## config.mk

```make
export PLATFORM = sky130hd
export DESIGN_NAME = multicycle_control_fsm
export DESIGN_NICKNAME = d
export VERILOG_FILES = /design/src/rtl/multicycle_control_fsm_pkg.sv /design/src/rtl/multicycle_control_fsm_instr_class_decode.sv /design/src/rtl/multicycle_control_fsm.sv
export SDC_FILE = /design/constraint.sdc
export NUM_CORES = 1
export LEC_CHECK = 0
export CORE_UTILIZATION = 42
export CTS_CLUSTER_DIAMETER = 200
export DETAILED_ROUTE_END_ITERATION = 8
export MAX_ROUTING_LAYER = met4
export PLACE_DENSITY_LB_ADDON = 0.1
export SYNTH_ARGS = -nofsm -noshare
export SYNTH_HDL_FRONTEND = slang
export SYNTH_SLANG_ARGS = --single-unit
```

## constraint.sdc

```tcl
create_clock -name Clock -period 2.1 [get_ports Clock]
set_input_delay 0.42 -clock Clock [delete_from_list [all_inputs] [get_ports Clock]]
set_output_delay 0.42 -clock Clock [all_outputs]
set_load 0.005 [all_outputs]
```

## src/rtl/multicycle_control_fsm_pkg.sv

```systemverilog
// rtl/multicycle_control_fsm_pkg.sv - shared encodings for the multicycle control sequencer
package multicycle_control_fsm_pkg;

  // Opcodes (IR[31:26])
  localparam logic [5:0] OP_RTYPE = 6'h00;
  localparam logic [5:0] OP_J     = 6'h02;
  localparam logic [5:0] OP_JAL   = 6'h03;
  localparam logic [5:0] OP_BEQ   = 6'h04;
  localparam logic [5:0] OP_BNE   = 6'h05;
  localparam logic [5:0] OP_BLE   = 6'h06;
  localparam logic [5:0] OP_BGT   = 6'h07;
  localparam logic [5:0] OP_ADDI  = 6'h08;
  localparam logic [5:0] OP_ADDIU = 6'h09;
  localparam logic [5:0] OP_LW    = 6'h23;
  localparam logic [5:0] OP_SW    = 6'h2b;

  // R-type function codes (IR[5:0])
  localparam logic [5:0] FN_JR   = 6'h08;
  localparam logic [5:0] FN_MFHI = 6'h10;
  localparam logic [5:0] FN_MFLO = 6'h12;
  localparam logic [5:0] FN_MULT = 6'h18;
  localparam logic [5:0] FN_DIV  = 6'h1a;
  localparam logic [5:0] FN_ADD  = 6'h20;
  localparam logic [5:0] FN_SUB  = 6'h22;
  localparam logic [5:0] FN_AND  = 6'h24;
  localparam logic [5:0] FN_SLT  = 6'h2a;

  // State codes, also driven on State_Out
  localparam logic [3:0] ST_RESET    = 4'd0;
  localparam logic [3:0] ST_FETCH    = 4'd1;
  localparam logic [3:0] ST_IR_LOAD  = 4'd2;
  localparam logic [3:0] ST_DECODE   = 4'd3;
  localparam logic [3:0] ST_EXEC     = 4'd4;
  localparam logic [3:0] ST_MEM_RD   = 4'd5;
  localparam logic [3:0] ST_MEM_WR   = 4'd6;
  localparam logic [3:0] ST_WB       = 4'd7;
  localparam logic [3:0] ST_MD_WAIT  = 4'd8;
  localparam logic [3:0] ST_EXC_SAVE = 4'd9;
  localparam logic [3:0] ST_EXC_LOAD = 4'd10;
  localparam logic [3:0] ST_EXC_JUMP = 4'd11;

  // Datapath mux encodings
  localparam logic [2:0] ALU_PASS = 3'b000;
  localparam logic [2:0] ALU_ADD  = 3'b001;
  localparam logic [2:0] ALU_SUB  = 3'b010;
  localparam logic [2:0] ALU_AND  = 3'b011;
  localparam logic [2:0] ALU_CMP  = 3'b111;

  localparam logic [1:0] SRCB_B      = 2'b00;
  localparam logic [1:0] SRCB_FOUR   = 2'b01;
  localparam logic [1:0] SRCB_IMM    = 2'b10;
  localparam logic [1:0] SRCB_IMM_SH = 2'b11;

  localparam logic [2:0] PCSRC_ALU    = 3'b000;
  localparam logic [2:0] PCSRC_ALUOUT = 3'b001;
  localparam logic [2:0] PCSRC_JUMP   = 3'b010;
  localparam logic [2:0] PCSRC_MEM    = 3'b011;
  localparam logic [2:0] PCSRC_A      = 3'b100;

  localparam logic [1:0] IORD_PC  = 2'b00;
  localparam logic [1:0] IORD_ALU = 2'b01;
  localparam logic [1:0] IORD_VEC = 2'b10;

  localparam logic [2:0] RDST_RT = 3'b000;
  localparam logic [2:0] RDST_RD = 3'b001;
  localparam logic [2:0] RDST_RA = 3'b010;
  localparam logic [2:0] RDST_SP = 3'b011;

  localparam logic [3:0] MTR_ALUOUT = 4'd0;
  localparam logic [3:0] MTR_MEM    = 4'd1;
  localparam logic [3:0] MTR_PC     = 4'd2;
  localparam logic [3:0] MTR_HI     = 4'd3;
  localparam logic [3:0] MTR_LO     = 4'd4;

  // Exception causes and their vector byte addresses (252 + cause)
  localparam logic [1:0] EXC_NONE   = 2'b00;
  localparam logic [1:0] EXC_OPCODE = 2'b01;
  localparam logic [1:0] EXC_OVF    = 2'b10;
  localparam logic [1:0] EXC_DIVZ   = 2'b11;
  localparam logic [7:0] EXC_VEC_BASE = 8'd252;

  function automatic logic [7:0] exc_vector(input logic [1:0] cause);
    return EXC_VEC_BASE + {6'd0, cause};
  endfunction

  typedef enum logic [3:0] {
    CLS_ALU_R, CLS_ALU_I, CLS_BRANCH, CLS_LW, CLS_SW, CLS_J,
    CLS_JAL, CLS_JR, CLS_MULT, CLS_DIV, CLS_MFHI, CLS_MFLO
  } instr_class_e;

endpackage

```

## src/rtl/multicycle_control_fsm_instr_class_decode.sv

```systemverilog
// rtl/multicycle_control_fsm_instr_class_decode.sv - OP_Code/Funct to instruction class
module instr_class_decode
  import multicycle_control_fsm_pkg::*;
(
  input  logic [5:0]   op_code_i,
  input  logic [5:0]   funct_i,
  output instr_class_e class_o,
  output logic [2:0]   alu_op_o,
  output logic         ovf_chk_o,
  output logic [1:0]   br_kind_o,
  output logic         illegal_o
);

  // Classify the instruction; anything unrecognised raises illegal_o
  always_comb begin
    class_o   = CLS_ALU_R;
    alu_op_o  = ALU_ADD;
    ovf_chk_o = 1'b0;
    br_kind_o = op_code_i[1:0];  // beq/bne/ble/bgt occupy opcodes 4..7
    illegal_o = 1'b0;
    case (op_code_i)
      OP_RTYPE: begin
        case (funct_i)
          FN_ADD:  ovf_chk_o = 1'b1;
          FN_SUB:  begin alu_op_o = ALU_SUB; ovf_chk_o = 1'b1; end
          FN_AND:  alu_op_o = ALU_AND;
          FN_SLT:  alu_op_o = ALU_CMP;
          FN_JR:   class_o = CLS_JR;
          FN_MULT: class_o = CLS_MULT;
          FN_DIV:  class_o = CLS_DIV;
          FN_MFHI: class_o = CLS_MFHI;
          FN_MFLO: class_o = CLS_MFLO;
          default: illegal_o = 1'b1;
        endcase
      end
      OP_J:     class_o = CLS_J;
      OP_JAL:   class_o = CLS_JAL;
      OP_BEQ, OP_BNE, OP_BLE, OP_BGT: class_o = CLS_BRANCH;
      OP_ADDI:  begin class_o = CLS_ALU_I; ovf_chk_o = 1'b1; end
      OP_ADDIU: class_o = CLS_ALU_I;
      OP_LW:    class_o = CLS_LW;
      OP_SW:    class_o = CLS_SW;
      default:  illegal_o = 1'b1;
    endcase
  end

endmodule

```

## src/rtl/multicycle_control_fsm.sv

```systemverilog
// rtl/multicycle_control_fsm.sv - multicycle MIPS-subset control sequencer
module multicycle_control_fsm
  import multicycle_control_fsm_pkg::*;
#(
  parameter int         MEM_WAIT    = 1,
  parameter logic [3:0] SP_INIT_SEL = 4'd9
) (
  input  logic       Clock,
  input  logic       Reset,
  input  logic [5:0] OP_Code,
  input  logic [5:0] Funct,
  input  logic       EQ,
  input  logic       GT,
  input  logic       Overflow,
  input  logic       Div_Zero,
  input  logic       MD_Done,
  output logic       Reset_Signal,
  output logic       PC_Write,
  output logic [2:0] PC_Src,
  output logic [1:0] IorD,
  output logic       Mem_WR,
  output logic       IR_Write,
  output logic       A_Write,
  output logic       B_Write,
  output logic       ALU_SrcA,
  output logic [1:0] ALU_SrcB,
  output logic [2:0] ALU_Op,
  output logic       ALUOut_Write,
  output logic       Reg_Write,
  output logic [2:0] Reg_Dst,
  output logic [3:0] MemToReg,
  output logic       MD_Start,
  output logic       MD_Op,
  output logic       HI_Write,
  output logic       LO_Write,
  output logic       EPC_Write,
  output logic [1:0] Exc_Cause,
  output logic [3:0] State_Out
);

  // FETCH/EXC_LOAD end on WAIT_LAST; MEM_RD runs one extra capture cycle up to WAIT_DONE
  localparam logic [2:0] WAIT_LAST = 3'(MEM_WAIT - 1);
  localparam logic [2:0] WAIT_DONE = 3'(MEM_WAIT);

  logic [3:0]   state_q, state_d;
  logic [2:0]   cnt_q, cnt_d;
  logic [1:0]   exc_q, exc_d;
  instr_class_e cls_q, dec_cls;
  logic [2:0]   alu_op_q, dec_alu_op;
  logic         ovf_chk_q, dec_ovf_chk;
  logic [1:0]   br_kind_q, dec_br_kind;
  logic         dec_illegal;
  logic         br_taken;

  instr_class_decode u_decode (
    .op_code_i (OP_Code),
    .funct_i   (Funct),
    .class_o   (dec_cls),
    .alu_op_o  (dec_alu_op),
    .ovf_chk_o (dec_ovf_chk),
    .br_kind_o (dec_br_kind),
    .illegal_o (dec_illegal)
  );

  // Branch condition from the compare flags of the A/B registers
  always_comb begin
    case (br_kind_q)
      2'd0:    br_taken = EQ;
      2'd1:    br_taken = !EQ;
      2'd2:    br_taken = EQ || !GT;
      default: br_taken = GT;
    endcase
  end

  // Next state, exception cause, and per-state wait counter
  always_comb begin
    state_d = state_q;
    exc_d   = exc_q;
    case (state_q)
      ST_RESET:    if (cnt_q != 3'd0) state_d = ST_FETCH;
      ST_FETCH:    if (cnt_q == WAIT_LAST) state_d = ST_IR_LOAD;
      ST_IR_LOAD:  state_d = ST_DECODE;
      ST_DECODE: begin
        if (dec_illegal) begin
          state_d = ST_EXC_SAVE;
          exc_d   = EXC_OPCODE;
        end else begin
          state_d = ST_EXEC;
          exc_d   = EXC_NONE;
        end
      end
      ST_EXEC: begin
        case (cls_q)
          CLS_ALU_R, CLS_ALU_I: begin
            if (ovf_chk_q && Overflow) begin
              state_d = ST_EXC_SAVE;
              exc_d   = EXC_OVF;
            end else begin
              state_d = ST_WB;
            end
          end
          CLS_MFHI, CLS_MFLO: state_d = ST_WB;
          CLS_LW:             state_d = ST_MEM_RD;
          CLS_SW:             state_d = ST_MEM_WR;
          CLS_MULT:           state_d = ST_MD_WAIT;
          CLS_DIV: begin
            if (Div_Zero) begin
              state_d = ST_EXC_SAVE;
              exc_d   = EXC_DIVZ;
            end else begin
              state_d = ST_MD_WAIT;
            end
          end
          default:            state_d = ST_FETCH;
        endcase
      end
      ST_MEM_RD:   if (cnt_q == WAIT_DONE) state_d = ST_WB;
      ST_MEM_WR:   state_d = ST_FETCH;
      ST_WB:       state_d = ST_FETCH;
      ST_MD_WAIT:  if (MD_Done) state_d = ST_FETCH;
      ST_EXC_SAVE: state_d = ST_EXC_LOAD;
      ST_EXC_LOAD: if (cnt_q == WAIT_LAST) state_d = ST_EXC_JUMP;
      ST_EXC_JUMP: state_d = ST_FETCH;
      default:     state_d = ST_RESET;
    endcase
    cnt_d = (state_d != state_q) ? 3'd0 : cnt_q + 3'd1;
  end

  // State registers; instruction class is captured while in DECODE
  always_ff @(posedge Clock or negedge Reset) begin
    if (!Reset) begin
      state_q   <= ST_RESET;
      cnt_q     <= 3'd0;
      exc_q     <= EXC_NONE;
      cls_q     <= CLS_ALU_R;
      alu_op_q  <= ALU_PASS;
      ovf_chk_q <= 1'b0;
      br_kind_q <= 2'd0;
    end else begin
      state_q <= state_d;
      cnt_q   <= cnt_d;
      exc_q   <= exc_d;
      if (state_q == ST_DECODE) begin
        cls_q     <= dec_cls;
        alu_op_q  <= dec_alu_op;
        ovf_chk_q <= dec_ovf_chk;
        br_kind_q <= dec_br_kind;
      end
    end
  end

  assign Exc_Cause = exc_q;
  assign State_Out = state_q;

  // Datapath controls from state/counter/class; only the branch PC_Write, the div
  // MD_Start and the HI/LO strobes look at same-cycle flags
  always_comb begin
    Reset_Signal = 1'b0;
    PC_Write     = 1'b0;
    PC_Src       = PCSRC_ALU;
    IorD         = IORD_PC;
    Mem_WR       = 1'b0;
    IR_Write     = 1'b0;
    A_Write      = 1'b0;
    B_Write      = 1'b0;
    ALU_SrcA     = 1'b0;
    ALU_SrcB     = SRCB_B;
    ALU_Op       = ALU_PASS;
    ALUOut_Write = 1'b0;
    Reg_Write    = 1'b0;
    Reg_Dst      = RDST_RT;
    MemToReg     = MTR_ALUOUT;
    MD_Start     = 1'b0;
    MD_Op        = 1'b0;
    HI_Write     = 1'b0;
    LO_Write     = 1'b0;
    EPC_Write    = 1'b0;
    case (state_q)
      ST_RESET: begin
        // counter 0 is the held-in-reset cycle; counter 1 is the init cycle
        if (cnt_q != 3'd0) begin
          Reset_Signal = 1'b1;
          Reg_Write    = 1'b1;
          Reg_Dst      = RDST_SP;
          MemToReg     = SP_INIT_SEL;
        end
      end
      ST_FETCH: begin
        if (cnt_q == 3'd0) begin
          PC_Write = 1'b1;
          ALU_SrcB = SRCB_FOUR;
          ALU_Op   = ALU_ADD;
        end
      end
      ST_IR_LOAD: IR_Write = 1'b1;
      ST_DECODE: begin
        A_Write      = 1'b1;
        B_Write      = 1'b1;
        ALU_SrcB     = SRCB_IMM_SH;
        ALU_Op       = ALU_ADD;
        ALUOut_Write = 1'b1;
      end
      ST_EXEC: begin
        ALU_SrcA = 1'b1;
        case (cls_q)
          CLS_ALU_R: begin
            ALU_Op       = alu_op_q;
            ALUOut_Write = 1'b1;
          end
          CLS_ALU_I, CLS_LW, CLS_SW: begin
            ALU_SrcB     = SRCB_IMM;
            ALU_Op       = ALU_ADD;
            ALUOut_Write = 1'b1;
          end
          CLS_BRANCH: begin
            ALU_Op   = ALU_CMP;
            PC_Src   = PCSRC_ALUOUT;
            PC_Write = br_taken;
          end
          CLS_J: begin
            PC_Src   = PCSRC_JUMP;
            PC_Write = 1'b1;
          end
          CLS_JAL: begin
            PC_Src    = PCSRC_JUMP;
            PC_Write  = 1'b1;
            Reg_Write = 1'b1;
            Reg_Dst   = RDST_RA;
            MemToReg  = MTR_PC;
          end
          CLS_JR: begin
            PC_Src   = PCSRC_A;
            PC_Write = 1'b1;
          end
          CLS_MULT: MD_Start = 1'b1;
          CLS_DIV: begin
            MD_Op    = 1'b1;
            MD_Start = !Div_Zero;
          end
          default: ;
        endcase
      end
      ST_MEM_RD: if (cnt_q != WAIT_DONE) IorD = IORD_ALU;
      ST_MEM_WR: begin
        IorD   = IORD_ALU;
        Mem_WR = 1'b1;
      end
      ST_WB: begin
        Reg_Write = 1'b1;
        case (cls_q)
          CLS_LW:   MemToReg = MTR_MEM;
          CLS_ALU_R: Reg_Dst = RDST_RD;
          CLS_MFHI: begin Reg_Dst = RDST_RD; MemToReg = MTR_HI; end
          CLS_MFLO: begin Reg_Dst = RDST_RD; MemToReg = MTR_LO; end
          default: ;
        endcase
      end
      ST_MD_WAIT: begin
        MD_Op    = (cls_q == CLS_DIV);
        HI_Write = MD_Done;
        LO_Write = MD_Done;
      end
      ST_EXC_SAVE: begin
        ALU_SrcB  = SRCB_FOUR;
        ALU_Op    = ALU_SUB;
        EPC_Write = 1'b1;
      end
      ST_EXC_LOAD: IorD = IORD_VEC;
      ST_EXC_JUMP: begin
        IorD     = IORD_VEC;
        PC_Src   = PCSRC_MEM;
        PC_Write = 1'b1;
      end
      default: ;
    endcase
  end

endmodule

```

==> results of run 1 <==
[synth_stat cells, drive strengths merged, types with 2 or more instances]
master / instances / share of area
nor2b: 10 / 0.037
dfrtp: 19 / 0.28
xor2: 2 / 0.010
nand2: 34 / 0.075
or4: 2 / 0.011
and3: 3 / 0.011
or3: 3 / 0.014
clkbuf: 10 / 0.022
nor3b: 3 / 0.013
nand3b: 3 / 0.013
nand3: 10 / 0.032
o32ai: 2 / 0.010
a21oi: 14 / 0.041
nor2: 23 / 0.052
and2: 2 / 0.0073
nand2b: 11 / 0.040
o211ai: 4 / 0.018
buf: 5 / 0.018
o31ai: 2 / 0.0088
or2: 3 / 0.011
a21o: 3 / 0.013
a32oi: 2 / 0.010
xnor2: 4 / 0.020
nor4b: 2 / 0.010
o21ai: 20 / 0.058
mux2i: 2 / 0.012
inv: 9 / 0.020
ha: 3 / 0.022
o21bai: 3 / 0.013
nor3: 9 / 0.026
[layout make-up]
cell class | count | area [µm²]
flip-flops and latches | 19 | 476.7
repair buffers | 130 | 1107
clock buffers | 4 | 45.04
fillers | 209 | 556.8
well taps | 48 | 60.06
inverters | 10 | 37.54
multi-input cells | 194 | 1488
[flip-flops by register name (all words and copies together), names as in the netlist]
name / flops
cls_q: 4
cnt_q: 3
State_Out: 4
ovf_chk_q: 1
br_kind_q: 2
alu_op_q: 3
Exc_Cause: 2
[layer usage]
layer	vias up	routed length [µm]	GRT usage
met4	0	338	0.1821
met3	28	657	0.04310
met5	-	0	-
met2	175	3654	0.4949
li1	1075	-	-
met1	1142	2923	0.3813
[path summary, 6_finish.rpt]
path / cells past startpoint / from / end
worst min register to register: 2 / alu_op_q[1] / alu_op_q[1]
max in group asynchronous: 2 / Reset / cls_q[3]
worst max-delay path: 7 / State_Out[0] / ALU_Op[0]
worst min-delay path: 2 / Reset / cnt_q[2]
worst max register to register: 10 / State_Out[0] / cnt_q[0]
min in group Clock: 2 / alu_op_q[1] / alu_op_q[1]
[cells by family after synthesis]
| kind of cell | Yosys count |
|---|---|
| AO/OA/AOI/OAI | 59 |
| adder cells (fa/ha/maj) | 3 |
| buffers and inverters | 25 |
| multiplexers | 3 |
| AND/OR/NAND/NOR | 122 |
| other | 1 |
| flip-flops | 19 |
| XOR/XNOR | 6 |
[stage by stage]
step | utilization | setup slack (ns)
3_3_place_gp | 0.7064 | -0.4374
3_5_place_dp | 0.7064 | -0.4908
6_report | 0.8524 | -0.3076
2_1_floorplan | - | 0.005863
5_1_grt | 0.8524 | -0.3629
4_1_cts | 0.7820 | -0.2516
[report_power, final]
group | internal (mW) | leakage [nW] | switching (mW) | total [mW]
Clock | 0.135 | 0.0228 | 0.125 | 0.261
Sequential | 0.489 | 0.242 | 0.0967 | 0.586
Combinational | 1.50 | 1.29 | 1.56 | 3.07
[what timing repair did]
item                       in CTS  in global routing
hold buffers                    0                  0
setup endpoints to repair      41                 31
pin swaps                      25                 22
gates resized for setup       141                 58
buffers inserted               12                 10
==> reports/metrics.yaml, run 1 <==
num_rows: 22
setup_viol: 16
hold_violations: 0
ir_drop_uv: 926.4
synth_seq_cells: 19
hpwl_um: 4072
synthAdderAreaFrac: 0.02193
ant_nets: 0
finalCritPeriodShare: 1.146
start_util: 0.4539
die_w_um: 65.84
clock_latency_ns: 0.26
synth-edff-count: 0
setup_ws_ns: -0.3076
fin_crit_ns: 2.408
dr.pass1.iters: 6
final_cell_mix: "buf_4, nand2_1, clkdlybuf4s50_1, buf_6, dfrtp_1"
clkSinkCount: 19
design_area_um2: 3214
p_per_area_nw_per_um2: 1217
cp_max_fo: 3
grt_pass1_vias: 2127
yosysSeqAreaShare: 0.2778
io_buffers: 54
die_area_um2: 4335
h-tree-depth: 1
routedWlPerCell_um: 18.70
netlist_area_um2: 1712
post_dp_cell_area_um2: 2664
cap_violations: 0
synth.avg_cell_area_um2: 7.192
power.leakage_nw: 1.555
cpMostUsedCell: "or2_4"
cpMaxStageDelayCell: "dfrtp_1"
cts.path.max_buffers: 2
chipHeight_um: 65.84
synth.distinct_cells: 53
syn_nets: 260
cp-end-kind: "output pin"
path_cells: "nor2_2 > nand3_2 > or2_4 > or3_4 > o21ai_2 > or2_4 > buf_6"
grt_pass1_wl_um: 10030
fin_nets: 380
finClkSkew_ns: 0.008106
path_class: "reg2out"
core_area_um2: 3771
hold_path.class: "in2async"
synthFlopType: "dfrtp_1"
worst_ep_arrival_time_ns: 1.99
ioPinCount: 56
grt.overflow.total: 0
async_reset_ff_frac: 1.000
drv_slew: 0
drc: 0
synth_compound_area_frac: 0.2164
p_total_mw: 3.913
syn_to_final_growth_pct: 87.79
r2r_slack_ns: -0.05
final_common_cell: "buf_4"
root_buffer: "clkbuf_8"
grt_usage: 0.3136
worstPathRequired_ns: 1.68
yosys_warnings: 0
synth_mux_area_frac: 0.01827
avgViaCountPerCell: 5.975
status: "finished with violations"
drt_iter0_drc: 234
finalWirelength_um: 7574
place_inst: 381
fmaxAchievable_ghz: 0.4154
synth-simple-area-share: 0.3706
tritoncts: "done"
antenna_found_initial: 0
place_congestion: 0.9679
cts.clk_slew.worst_paths_ns: 0.07
worst-path-buf-inv: 1
cts-buffers-inserted: 3
grt_setup_unrepaired: "yes"
synthCells: 238
synth_top_family_by_area: "simple AND/OR/NAND/NOR gates"
cpPeakStageDelay_ns: 0.41
grt_max_degree: 20
num_vias: 2420
antenna_cells: 0
setup-tns-final_ns: -1.782
drive_gt1_frac: 0.4454
instances_no_fill: 405
path_delay_family: "simple AND/OR/NAND/NOR gates"
synthXorXnorAreaFrac: 0.03070
startpoint_type: "register"
violations: "negative setup slack"
hold_ws_ns: 0.4798
Note: power is estimated with default switching activity, not from simulation.
==> run 2: changes to the inputs <==
--- a/config.mk
+++ b/config.mk
@@ -5,7 +5,7 @@
 export SDC_FILE = /design/constraint.sdc
 export NUM_CORES = 1
 export LEC_CHECK = 0
-export CORE_UTILIZATION = 42
+export CORE_UTILIZATION = 45
 export CTS_CLUSTER_DIAMETER = 200
 export DETAILED_ROUTE_END_ITERATION = 8
 export MAX_ROUTING_LAYER = met4
==> constraint.sdc (replaced) <==
create_clock -name Clock -period 2.5 [get_ports Clock]
set_input_delay 0.5 -clock Clock [delete_from_list [all_inputs] [get_ports Clock]]
set_output_delay 0.5 -clock Clock [all_outputs]
set_load 0.005 [all_outputs]
==> reports/metrics.yaml, run 2 (synthesized netlist as in run 1, its figures left out) <==
status: "completed"
post-route-util: 0.7211
h-tree-depth: 1
grt_pass1_vias: 1857
finClkSkew_ns: 0.006492
worstPathRequired_ns: 2.00
hold_ws_ns: 0.4834
setup_ws_ns: 0.05926
hold_violations: 0
post_dp_cell_area_um2: 2476
fin_crit_ns: 2.441
cpPeakStageDelay_ns: 0.51
pre_cts_slack_ns: -0.1785
core_area_um2: 3661
path_delay_family: "buffers and inverters"
fillers: 304
clkSinkCount: 19
clock_latency_ns: 0.26
instances_no_fill: 363
die_w_um: 63.68
design_area_um2: 2640
grt_max_degree: 20
dr.pass1.iters: 5
hpwl_um: 3800
final_cell_mix: "clkdlybuf4s50_1, nand2_1, buf_4"
place_inst: 356
drc: 0
syn_to_final_growth_pct: 54.24
cp_max_fo: 15
worst-path-buf-inv: 2
fin_nets: 338
routedWlPerCell_um: 13.56
tritoncts: "done"
cts.path.max_buffers: 2
chipHeight_um: 63.68
drt_iter0_drc: 130
cap_violations: 0
setup_viol: 0
die_area_um2: 4055
power.leakage_nw: 1.251
ant_nets: 0
finalCritPeriodShare: 0.9763
cp-end-kind: "output pin"
cpMaxStageDelayCell: "clkdlybuf4s50_1"
path_class: "reg2out"
grt_setup_unrepaired: "yes"
num_rows: 22
num_vias: 1997
io_buffers: 54
antenna_found_initial: 0
ioPinCount: 56
final_common_cell: "clkdlybuf4s50_1"
p_total_mw: 2.435
p_per_area_nw_per_um2: 922.4
ir_drop_uv: 529.3
startpoint_type: "register"
start_util: 0.4675
hold_path.class: "reg2reg"
slew_headroom: 0.6433
cpMostUsedCell: "nand2_1"
place_congestion: 0.9607
drive_gt1_frac: 0.2127
cts.clk_slew.worst_paths_ns: 0.07
hold_buffers: 0
grt_pass1_wl_um: 8466
grt.overflow.total: 0
r2r_slack_ns: 0.46
root_buffer: "clkbuf_8"
setup-tns-final_ns: 0
grt_usage: 0.2697
finalWirelength_um: 4923
drv_slew: 0
cts-buffers-inserted: 3
worst_ep_arrival_time_ns: 1.94
path_cells: "buf_6 > nand2_1 > nor3_2 > nand2_1 > a21oi_1 > clkdlybuf4s50_1"
tightest_slew_ns: 0.5283
antenna_cells: 0
avgViaCountPerCell: 5.501
fmaxAchievable_ghz: 0.4097
==> run 2: cell count changes in the layout (fill, tap and decap cells not counted), sizes merged <==
cell | before | now
buf | 94 | 35
clkdlybuf4s15 | 3 | 1
clkdlybuf4s50 | 20 | 38
dlygate4sd2 | 7 | 5
dlymetal6s2s | 4 | 7
==> run 2: per-layer routing <==
layer  track usage  wire (µm)
met1        0.3441       2250
met2        0.4428       2392
met3       0.03442        219
met4       0.07955         61
met5             -          0
==> run 2: repair_timing <==
action	in CTS	in global routing
resized for setup	18	38
setup buffers	3	0
pin swaps	5	4
endpoints found under the setup margin	17	19
==> run 2: final timing paths <==
path / from / end / depth (start not counted)
max: State_Out[0] / MemToReg[1] / 6
min: Exc_Cause[1] / Exc_Cause[1] / 1
max reg2reg: cnt_q[0] / cnt_q[1] / 9
min reg2reg: Exc_Cause[1] / Exc_Cause[1] / 1
max in group asynchronous: Reset / cls_q[1] / 2
min in group asynchronous: Reset / State_Out[1] / 2
==> run 2: power breakdown <==
part | leakage (nW) | switching, mW | internal [mW] | total (mW)
clock network | 0.0228 | 0.104 | 0.114 | 0.217
logic | 0.985 | 0.901 | 0.837 | 1.74
registers | 0.244 | 0.0695 | 0.411 | 0.480
==> run 2: cell type report <==
type,count,area [µm²],area share
timing repair buffer,88,803.3,0.3043
multi-input combinational,194,1219,0.4616
tap,48,60.06,0.02275
sequential,19,475.5,0.1801
inverter,10,37.54,0.01422
clock buffer,4,45.04,0.01706
==> run 3: changes to the inputs <==
--- a/config.mk
+++ b/config.mk
@@ -5,6 +5,7 @@
 export SDC_FILE = /design/constraint.sdc
 export NUM_CORES = 1
 export LEC_CHECK = 0
+export CORE_MARGIN = 1
 export CORE_UTILIZATION = 45
 export CTS_CLUSTER_DIAMETER = 200
 export DETAILED_ROUTE_END_ITERATION = 8
==> constraint.sdc (replaced) <==
create_clock -name Clock -period 2.35 [get_ports Clock]
set_input_delay 0.47 -clock Clock [delete_from_list [all_inputs] [get_ports Clock]]
set_output_delay 0.47 -clock Clock [all_outputs]
set_load 0.005 [all_outputs]
==> reports/metrics.yaml, run 3 (synthesized netlist as in run 1, its figures left out) <==
status: "finished with violations"
violations: "negative setup slack"
chipHeight_um: 63.68
hold_path.class: "reg2reg"
fin_crit_ns: 2.352
dr.pass1.iters: 4
num_rows: 22
routedWlPerCell_um: 14.44
core_area_um2: 3661
p_sw_mw: 1.213
io_buffers: 54
drive_gt1_frac: 0.2835
grt_max_degree: 20
antenna_cells: 0
cp-end-kind: "output pin"
place_inst: 364
ir_drop_uv: 545.8
clock_latency_ns: 0.25
power_frac_seq: 0.189
finalCritPeriodShare: 1.001
die_area_um2: 4055
instances_no_fill: 376
power.leakage_nw: 1.363
met2_usage: 0.4654
grt_pass1_wl_um: 8928
clkSinkCount: 19
fin_nets: 351
setup_viol: 1
num_vias: 2088
register_area_um2: 475.5
final_common_cell: "buf_4"
place_congestion: 0.9345
cp_max_fo: 4
avgViaCountPerCell: 5.553
internal-power_mw: 1.510
setup_ws_ns: -0.001816
h-tree-depth: 1
path_cells: "inv_1 > buf_4 > nand2_2 > nor3_4 > nand2_1 > nor2_1 > clkdlybuf4s50_1"
syn_to_final_growth_pct: 62.28
grt_setup_unrepaired: "yes"
finClkSkew_ns: 0.007723
root_buffer: "clkbuf_8"
ant_nets: 0
pwr-share-clk: 0.083
die_w_um: 63.68
path_class: "reg2out"
final_cell_mix: "buf_4, nand2_1, clkdlybuf4s50_1"
cts-buffers-inserted: 3
cap_violations: 0
cts.clk_slew.worst_paths_ns: 0.08
post-route-util: 0.7587
ioPinCount: 56
grt_usage: 0.2862
p_per_area_nw_per_um2: 980.4
cpPeakStageDelay_ns: 0.50
tritoncts: "done"
drc: 0
worst_ep_arrival_time_ns: 1.88
fillers: 286
path_delay_family: "buffers and inverters"
use_met3: 0.03261
combPwrFrac: 0.728
fmaxAchievable_ghz: 0.4252
worst-path-buf-inv: 3
cts.path.max_buffers: 2
drt_iter0_drc: 134
grt_pass1_vias: 1939
grt.busiest_layer: "met2"
start_util: 0.4675
finalWirelength_um: 5430
grt.overflow.total: 0
grt_util_met1: 0.3795
hold_buffers: 0
startpoint_type: "register"
antenna_found_initial: 0
hpwl_um: 3964
drv_slew: 0
worstPathRequired_ns: 1.88
p_sw_frac: 0.4454
multi_input_comb_area_um2: 1272
hold_violations: 0
cpMaxStageDelayCell: "clkdlybuf4s50_1"
## run 3: cell types whose count changed in the layout (fill, tap and decap cells not counted), sizes merged
cell,change
dlygate4sd2,+7
clkdlybuf4s50,-11
buf,+14
clkinv,+1
clkbuf,+3
clkdlybuf4s15,-1
## run 3: area by class of cell
type                            instances  share of cell area
Multi-Input combinational cell        194              0.4581
Timing Repair Buffer                  101              0.3189
Sequential cell                        19              0.1712
Tap cell                               48             0.02162
Clock buffer                            3             0.01486
Inverter                               10             0.01351
Clock inverter                          1            0.001802
## run 3: routing by layer
layer | share of wire | routed length (µm)
met1 | 0.43 | 2325
met2 | 0.49 | 2672
met3 | 0.065 | 352
met4 | 0.015 | 79
met5 | 0 | 0
## run 3: power groups by stage
stage | registers (mW) | logic (mW) | clock network (mW)
after global placement | 0.500 | 1.77 | 0
final | 0.515 | 1.98 | 0.226
after CTS | 0.501 | 1.91 | 0.229
after global routing | 0.529 | 2.16 | 0.245
after detailed placement | 0.503 | 1.79 | 0
after floorplan | 0.530 | 0.918 | 0
## run 3: what timing repair did
item                       4_1_cts  5_1_grt
setup endpoints to repair       26       23
buffers inserted                 5        3
resized for setup               61       32
pin swaps                       11        8
## run 3: path summary, 6_finish.rpt
path / slack (ns) / cells after the start / to / startpoint
max in group asynchronous: 1.59 / 2 / cls_q[2] / Reset
worst min-delay path: 0.47 / 2 / alu_op_q[1] / alu_op_q[1]
min in group asynchronous: 0.55 / 2 / cls_q[1] / Reset
worst max register to register: 0.23 / 9 / cnt_q[1] / State_Out[2]
worst max-delay path: -0.002 / 7 / MemToReg[2] / State_Out[3]
worst min register to register: 0.47 / 2 / alu_op_q[1] / alu_op_q[1]
## run 3: tightest hold or removal path, cell delays in order (launching register included)
cell     delay (ns)
dfrtp_1        0.35
nand2_1        0.05
nand2_1        0.05
## run 3: metrics by stage
step                hold WS [ns]  power (mW)  setup WS (ns)  setup TNS (ns)  instance area (µm²)
CTS                       0.4775       2.637       -0.01256        -0.01856                 2714
global placement          0.4563       2.268        -0.2381          -2.243                 2536
detailed placement        0.4622       2.296        -0.3219          -2.932                 2536
floorplan                 0.1744       1.448         0.2059               0                 1712
global route              0.4984       2.931        -0.1127         -0.1871                 2778
finish                    0.4732       2.723      -0.001816       -0.001816                 2778
==> RTL change, RTL diff (flow settings as in run 3) <==
`ST_MD_WAIT`: 4'd8 -> 4'd6.
--- a/src/rtl/multicycle_control_fsm_pkg.sv
+++ b/src/rtl/multicycle_control_fsm_pkg.sv
@@ -36,3 +36,3 @@
   localparam logic [3:0] ST_WB       = 4'd7;
-  localparam logic [3:0] ST_MD_WAIT  = 4'd8;
+  localparam logic [3:0] ST_MD_WAIT  = 4'd6;
   localparam logic [3:0] ST_EXC_SAVE = 4'd9;
Check against the original RTL: not equivalent (a bounded check fails within 10 cycles, from zero or initial values and one cycle with Reset low).
==> RTL change against run 3 <==
The run ends with DRC, setup timing left. Clock power is essentially flat. Sequential share of layout area grew 0.35 points. Sequential power shrank 3%. Total power shrank 17%. Sequential cell count is the same. Synthesized area grew 0.44%. Utilization shrank 0.72 points. Clock skew grew 4.0 ps. Setup slack lost 43 ps. Routed wire length shrank 5.8%. Final area shrank 0.95%. Critical endpoint is now ALU_SrcB[0].
==> RTL change: results (changes against run 3) <==
* Status: finished, violations left (unchanged)
* Failing checks: DRC, setup timing (was setup timing)
* WL/cell at 13.82 µm (was 14.44 µm)
* Num CTS Buffers at 3 (unchanged)
* Vias in the first global route at 1,855 (was 1,939)
* Worst IR Drop VDD at 0.3988 mV (was 0.5458 mV)
* Most frequent cells after synthesis: nand2_1, nor2_1, dfrtp_1 (was nand2_1, nor2_1, dfrtp_1, o21ai_0, a21oi_1)
* Largest net degree at the start of global routing at 21 (was 20)
* Pre-Repair DR Iteration Count at 6 (was 4)
* Setup violations, final at 3 (was 1)
* Setup WS post-layout at -44.92 ps (was -1.816 ps)
* CTS Buffer Depth at 2 (unchanged)
* DPL Wire Length at 3.681 mm (was 3.964 mm)
* Synth top area cells: dfrtp_1, nand2_1, nor2_1 (was dfrtp_1, nand2_1, o21ai_0)
* First-pass GRT wire length at 8.238 mm (was 8.928 mm)
* Post-synth cell types at 54 (was 53)
* Post-synthesis sequential area ratio at 27.66% (was 27.78%)
* DRC at 1 (was 0)
* Leakage Power at 1.382 nW (was 1.363 nW)
* Initial DRC count at 163 (was 134)
* Crit Path Max Fanout at 5 (was 4)
* Vias at 2,053 (was 2,088)
* Fill cells at 287 (was 286)
* Post-synthesis async set-or-reset flop share at 100.0% (unchanged)
* Placed instance area at 2499 µm² (was 2536 µm²)
* Placement Setup Slack at -153.8 ps (was -321.9 ps)
* Final #Nets at 345 (was 351)
* Fraction of layout cells with a size suffix above 1 at 27.33% (was 28.35%)
* All-Layer GR Usage at 26.00% (was 28.62%)
* Final Skew at 11.69 ps (was 7.723 ps)
* IO buf count at 51 (was 54)
* Gpl congestion at 0.8997 (was 0.9345)
-- RTL change: path summary, 6_finish.rpt --
kind                            depth (start not counted)            to    startpoint  slack, ps
worst max-delay path                                    7   ALU_SrcB[0]  State_Out[1]        -40
worst min-delay path                                    2  Exc_Cause[1]  Exc_Cause[1]        480
worst max register to register                          7      cnt_q[2]      cls_q[3]        120
worst min register to register                          2  Exc_Cause[1]  Exc_Cause[1]        480
max in group asynchronous                               2      cls_q[3]         Reset       1580
min in group asynchronous                               2      cnt_q[0]         Reset        530
-- RTL change: cell families (layout without fill, tap and decap cells) --
| family | Yosys count | count (layout) | share of synthesized area [%] |
|---|---|---|---|
| and+or+nand+nor | 113 | 113 | 34.86 |
| AOI/OAI and AO/OA | 61 | 61 | 24.02 |
| DFF | 19 | 19 | 27.66 |
| buffers and inverters | 28 | 116 | 7.278 |
| other | 1 | 3 | 0.2181 |
| muxes | 2 | 2 | 1.237 |
| xor gates and xnor gates | 5 | 5 | 2.548 |
| adders and majority gates | 3 | 3 | 2.184 |
-- RTL change: per-stage QoR --
step	TNS, ps	std cells
2_1_floorplan	0	234
3_3_place_gp	-754.2	354
3_5_place_dp	-1006	354
4_1_cts	-391.8	367
5_1_grt	-488.8	370
6_report	-58.07	370
-- RTL change: repair_timing --
| item | 4_1_cts | 5_1_grt |
|---|---|---|
| resized for setup | 25 | 35 |
| pin swaps | 4 | 5 |
| setup endpoints to repair | 15 | 21 |
| buffers inserted | 9 | 3 |
| gates cloned | 0 | 0 |
-- RTL change: cell type report --
cell class / count / area (µm²) / share of cell area (%)
multi-input cells: 187 / 1229 / 44.66
repair buffers: 101 / 894.6 / 32.51
flip-flops and latches: 19 / 480.5 / 17.46
well taps: 48 / 60.06 / 2.183
clock buffers: 3 / 41.29 / 1.501
inverters: 11 / 41.29 / 1.501
clock inverters: 1 / 5.005 / 0.1819
-- RTL change: critical path: stages (launching register included) --
cell and delay [ps]:
dfrtp_1 420, buf_6 150, buf_4 120, nand2b_1 210
nor2_4 140, nor2_1 60, nand2_1 70, clkdlybuf4s50_1 490
-- RTL change: power breakdown --
part	internal (mW)	total (mW)	switching (mW)
Combinational	0.791	1.54	0.752
Sequential	0.416	0.498	0.0821
Clock	0.118	0.226	0.108
Total	1.33	2.27	0.942
-- RTL change: routing by layer --
metal | part of all wire, % | vias to the layer above | GRT usage (%) | wire length, µm
li1 | - | 1016 | - | -
met1 | 42 | 934 | 32.36 | 2149
met2 | 50 | 91 | 45.21 | 2577
met3 | 5.4 | 12 | 1.964 | 278
met4 | 2.1 | 0 | 7.102 | 109
met5 | 0 | - | - | 0
